==> config.mk <==
export PLATFORM = sky130hd
export DESIGN_NAME = rr_bus_arbiter4
export DESIGN_NICKNAME = d
export VERILOG_FILES = /design/src/rtl/rr_arb_pkg.sv /design/src/rtl/rr_pick4.sv /design/src/rtl/rr_bus_arbiter4.sv
export SDC_FILE = /design/constraint.sdc
export NUM_CORES = 1
export LEC_CHECK = 0
export CAP_MARGIN = 20
export CORE_MARGIN = 3
export CORE_UTILIZATION = 40
export DETAILED_ROUTE_END_ITERATION = 6
export PLACE_DENSITY_LB_ADDON = 0.3
export SYNTH_ARGS = -nofsm -noshare
export SYNTH_HDL_FRONTEND = slang
export SYNTH_SLANG_ARGS = --single-unit
export TNS_END_PERCENT = 50
==> constraint.sdc <==
create_clock -name clock -period 5.5 [get_ports clock]
set_input_delay 1.1 -clock clock [delete_from_list [all_inputs] [get_ports clock]]
set_output_delay 1.1 -clock clock [all_outputs]
set_load 0.05 [all_outputs]
==> src/rtl/rr_arb_pkg.sv <==
// ---------------------------------------------------------------------------
// rr_arb_pkg
// Shared types and helpers for the four-requester round-robin bus arbiter.
//   arb_state_t : arbiter FSM states (IDLE, GRANT, TURN)
//   N_REQ       : number of requesters
//   onehot4()   : index -> one-hot grant vector
// ---------------------------------------------------------------------------
package rr_arb_pkg;

    typedef enum logic [1:0] {
        IDLE  = 2'd0,
        GRANT = 2'd1,
        TURN  = 2'd2
    } arb_state_t;

    localparam int N_REQ = 4;

    function automatic logic [N_REQ-1:0] onehot4(input logic [1:0] idx);
        logic [N_REQ-1:0] v;
        v      = '0;
        v[idx] = 1'b1;
        return v;
    endfunction

endpackage

==> src/rtl/rr_pick4.sv <==
// ---------------------------------------------------------------------------
// rr_pick4
// Combinational round-robin winner selection.
// Ports:
//   req [3:0] in  : request vector
//   ptr [1:0] in  : highest-priority index; search order ptr, ptr+1, ptr+2, ptr+3
//   any       out : at least one request is set
//   idx [1:0] out : winning index (meaningful only when any=1)
// ---------------------------------------------------------------------------
module rr_pick4
    import rr_arb_pkg::*;
(
    input  logic [N_REQ-1:0] req,
    input  logic [1:0]       ptr,
    output logic             any,
    output logic [1:0]       idx
);

    logic [N_REQ-1:0] rot;
    logic [1:0]       off;
    logic             found;

    // Rotate so that bit 0 is the highest-priority requester, take the lowest
    // set bit, then add ptr back to recover the absolute index (2-bit wrap).
    always_comb begin
        rot   = '0;
        off   = 2'd0;
        found = 1'b0;
        for (int i = 0; i < N_REQ; i++) begin
            rot[i] = req[ptr + 2'(i)];
        end
        for (int i = 0; i < N_REQ; i++) begin
            if (!found && rot[i]) begin
                found = 1'b1;
                off   = 2'(i);
            end
        end
        any = |req;
        idx = ptr + off;
    end

endmodule

==> src/rtl/rr_bus_arbiter4.sv <==
// ---------------------------------------------------------------------------
// rr_bus_arbiter4
// Four-requester shared-bus arbiter. A grant is locked until its owner drops
// req, pulses done, or reaches MAX_HOLD cycles of ownership. Priority rotates
// to the requester after the previous owner on each release. Every release is
// followed by one turnaround cycle (TURN) before arbitration resumes.
// Parameters:
//   MAX_HOLD : maximum cycles one grant may be held (>= 2)
//   HOLD_W   : hold counter width, 2**HOLD_W > MAX_HOLD
// Ports:
//   clock          in  : clock, all logic on posedge
//   reset          in  : synchronous active-high reset
//   req   [3:0]    in  : level requests, held for the whole transaction
//   done  [3:0]    in  : end-of-transaction pulses (only owner's bit used)
//   en             in  : enables new grants only
//   gnt   [3:0]    out : registered one-hot grant, 0 when idle
//   gnt_id[1:0]    out : current owner index, valid when gnt_valid=1
//   gnt_valid      out : |gnt
//   preempt        out : one-cycle pulse, aligned with gnt dropping, when the
//                        grant was ended only by the hold-time limit
// ---------------------------------------------------------------------------
module rr_bus_arbiter4
    import rr_arb_pkg::*;
#(
    parameter int MAX_HOLD = 16,
    parameter int HOLD_W   = 5
) (
    input  logic             clock,
    input  logic             reset,
    input  logic [N_REQ-1:0] req,
    input  logic [N_REQ-1:0] done,
    input  logic             en,
    output logic [N_REQ-1:0] gnt,
    output logic [1:0]       gnt_id,
    output logic             gnt_valid,
    output logic             preempt
);

    generate
        if (MAX_HOLD < 2 || (2 ** HOLD_W) <= MAX_HOLD) begin : g_bad_params
            $error("rr_bus_arbiter4: need MAX_HOLD >= 2 and 2**HOLD_W > MAX_HOLD");
        end
    endgenerate

    localparam logic [HOLD_W-1:0] HOLD_LAST = HOLD_W'(MAX_HOLD - 1);

    arb_state_t        state_q, state_d;
    logic [1:0]        ptr_q, ptr_d;
    logic [HOLD_W-1:0] hold_q, hold_d;
    logic [N_REQ-1:0]  gnt_q, gnt_d;
    logic [1:0]        gnt_id_q, gnt_id_d;
    logic              preempt_q, preempt_d;

    logic              pick_any;
    logic [1:0]        pick_idx;
    logic              own_req;
    logic              own_done;
    logic              timeout;

    rr_pick4 u_pick (
        .req (req),
        .ptr (ptr_q),
        .any (pick_any),
        .idx (pick_idx)
    );

    always_comb begin
        own_req  = req[gnt_id_q];
        own_done = done[gnt_id_q];
        timeout  = (hold_q == HOLD_LAST);
    end

    always_comb begin
        state_d   = state_q;
        ptr_d     = ptr_q;
        hold_d    = hold_q;
        gnt_d     = gnt_q;
        gnt_id_d  = gnt_id_q;
        preempt_d = 1'b0;

        unique case (state_q)
            IDLE: begin
                if (en && pick_any) begin
                    gnt_d    = onehot4(pick_idx);
                    gnt_id_d = pick_idx;
                    hold_d   = '0;
                    state_d  = GRANT;
                end
            end

            GRANT: begin
                // en is deliberately ignored here: an accepted transaction
                // always runs to one of its own release conditions.
                hold_d = hold_q + HOLD_W'(1);
                if (!own_req || own_done || timeout) begin
                    gnt_d     = '0;
                    hold_d    = '0;
                    ptr_d     = gnt_id_q + 2'd1;
                    state_d   = TURN;
                    // Flag a forced release only when the owner still wanted
                    // the bus; a coincident normal end is not a preemption.
                    preempt_d = timeout && own_req && !own_done;
                end
            end

            TURN: begin
                state_d = IDLE;
            end

            default: begin
                state_d = IDLE;
                gnt_d   = '0;
            end
        endcase
    end

    always_ff @(posedge clock) begin
        if (reset) begin
            state_q   <= IDLE;
            ptr_q     <= 2'd0;
            hold_q    <= '0;
            gnt_q     <= '0;
            gnt_id_q  <= 2'd0;
            preempt_q <= 1'b0;
        end else begin
            state_q   <= state_d;
            ptr_q     <= ptr_d;
            hold_q    <= hold_d;
            gnt_q     <= gnt_d;
            gnt_id_q  <= gnt_id_d;
            preempt_q <= preempt_d;
        end
    end

    assign gnt       = gnt_q;
    assign gnt_id    = gnt_id_q;
    assign gnt_valid = |gnt_q;
    assign preempt   = preempt_q;

endmodule

==> reports/qor.txt <==
initial drt markers: 39
Tot Pwr: 0.000290 W
cell area after layout: 1240 um^2
share of layout cells above drive strength 1: 8.03%
first-pass GRT wire length: 3700 um
synth unique cells: 41
family with the most delay on the worst path: simple AND/OR/NAND/NOR gates
critical path class: input pin to register
maximum clock insertion buffer count: 2
clock root buffer: clkbuf_4
initial antenna violation count: 0
num ports: 19
Die Area: 3240 um^2
Max Slew Vio Count: 0
DRT Pass-1 Iters: 4
max_slew headroom: 66.7%
Avg WL per Cell: 13.7 um
num rows: 17
CTS tree: yes
Fin. Hold Viols: 0
Die Width: 56.9 um
DRC: 0
Port Buffer Count: 18
core area: 2340 um^2
Worst setup EP type: register
later-pin clock latency in the skew report: 0.29 ns
Post-Syn Instances: 121
hold_ws: 0.484 ns
flop2flop setup slack: 3.42 ns
min Tclk post-route: 3.07 ns
synthesis-stage register bit count: 16
most frequent cells in the layout: 18 x nor2_1, 18 x clkdlybuf4s50_1, 16 x dfxtp_1
# resized after CTS: 0
HPWL Detailed: 1760 um
synthesis warning total: 0
Avg Synthesized Cell Area: 8.57 um^2
CP max stage cell: clkdlybuf4s50_1
CTS buffer count: 3
max-cap violations: 0
Mapped Area: 1040 um^2
hold_buf cts: 0
Initial Utilization: 44.3%
CP Buf/Inv Count: 1
Leak: 0.503 nW
Total Wirelength: 2260 um
EDFF count, synth: 0
grt total ovfl: 0
Final Non-Filler Cells: 165
Max Clk Rate: 326 MHz
Final Cycle Share: 55.8%
commonest register cell after synthesis: dfxtp_1
CP arrival: 3.27 ns
clock sinks: 16
GRT Total Usage: 14.4%
Max stage delay on crit path: 0.58 ns
largest net degree at the start of global routing: 15
final setup fails: 0
Worst-Margin Slew: 0.498 ns
Post-layout nets: 153
GPL Wtd Cong: 0.757
antenna cells: 0
post-route ant nets: 0
die height: 56.9 um
Hold Path Class: register to register
placed cells: 162
Stages on worst setup path: 6
CP Max Fanout: 11
sequential fraction of the synthesis area: 30.9%
DR vias/cell: 5.84
CTS clk-pin slew, worst paths: 0.09 ns
postcts setup bufs: 0
asr flop ratio synth: 0%
Synth-to-Final Area Change: 19.7%
Max VDD drop: 218 uV
Reg2Reg Depth: 5
Worst Hold Depth: 2
H-tree depth: 1
DR vias: 964
clk_skew: 0.00868 ns
Startpoint Class: input pin
setup_tns: 0 ns
Crit path required time: 5.70 ns
Syn Nets: 135
number of global-route vias before repair: 887
status: complete, no violations
Placed Area: 1220 um^2
crit path cell chain: clkdlybuf4s50_1 -> or4_1 -> o2111ai_1 -> ha_1 -> or3_1 -> o32ai_1
RSZ-0062 raised after global routing: false
Power Dens Cells: 233 nW/um^2
path summary, 6_finish.rpt:
check | from | end
worst min register to register | gnt[3]$_SDFFE_PP0P_ | gnt[3]$_SDFFE_PP0P_
worst min-delay path | gnt[3]$_SDFFE_PP0P_ | gnt[3]$_SDFFE_PP0P_
worst max-delay path | req[0] | gnt[2]$_SDFFE_PP0P_
worst max register to register | ptr_q[0]$_SDFFE_PP0N_ | gnt[2]$_SDFFE_PP0P_
layout make-up:
type / instances / area, um^2
fill: 222 / 1100
multi-input combinational: 95 / 664
sequential: 16 / 320
timing repair buffer: 18 / 180
tap: 28 / 35.0
clock buffer: 3 / 22.5
inverter: 5 / 18.8
worst reg2reg max path, cell delays in order (launching register included):
cell and delay, ns:
dfxtp_1 0.42, or4_1 0.56, o2111ai_1 0.11, ha_1 0.28, or3_1 0.40, o32ai_1 0.23
logic make-up (layout without fill, tap and decap cells):
group	count (synthesis)	count (layout)	share of synthesized area, %
flip-flops	16	16	30.9
buffers and inverters	10	26	5.07
multiplexers	6	6	8.20
AO/OA/AOI/OAI	26	26	20.6
AND/OR/NAND/NOR	57	57	29.1
adder cells (fa/ha/maj)	3	3	3.62
XOR/XNOR	3	3	2.53
power breakdown:
group / internal (W) / switching [W]
Sequential: 0.000122 / 0.00000816
Combinational: 0.0000408 / 0.0000577
Clock: 0.0000254 / 0.0000352
Total: 0.000189 / 0.000101
state kept, by name, indices dropped and copies added, names as in the netlist:
| name | flops |
|---|---|
| preempt | 1 |
| gnt_id | 2 |
| gnt | 4 |
| hold_q | 5 |
| state_q | 2 |
| ptr_q | 2 |
cell usage after synthesis (2+ instances only):
master	instances	area share, %
and3_1	2	1.2
xor2_1	2	1.7
o21ai_0	2	0.97
or3_1	2	1.2
nand3_1	2	0.97
nand2b_1	5	3.0
a21oi_1	5	2.4
nor3_1	4	1.9
ha_1	3	3.6
mux2i_1	4	3.9
nor4b_1	2	1.7
or4_1	2	1.4
nor2_1	18	6.5
buf_6	2	2.2
clkbuf_1	2	0.72
dfxtp_1	16	31
o32ai_1	5	4.2
nand2_1	9	3.3
a22oi_1	2	1.4
nor2b_1	6	3.6
mux4_2	2	4.3
inv_1	5	1.8
per-stage QoR:
| step | worst slack (ns) | utilization (%) |
|---|---|---|
| 2_1_floorplan | 2.77 | - |
| 3_3_place_gp | 2.19 | 52.1 |
| 6_report | 2.43 | 53.0 |
| 4_1_cts | 2.43 | 53.0 |
| 5_1_grt | 2.30 | 53.0 |
| 3_5_place_dp | 2.12 | 52.1 |
routing by layer:
layer / routed length, um / share of wire (%) / vias to the layer above / track usage, %
li1: - / - / 481 / -
met1: 969 / 43 / 443 / 18.1
met2: 1120 / 50 / 33 / 23.7
met3: 139 / 6.2 / 7 / 4.83
met4: 30 / 1.3 / 0 / 3.64
met5: 0 / 0 / - / 0
Note: power is estimated with default switching activity, not from simulation.
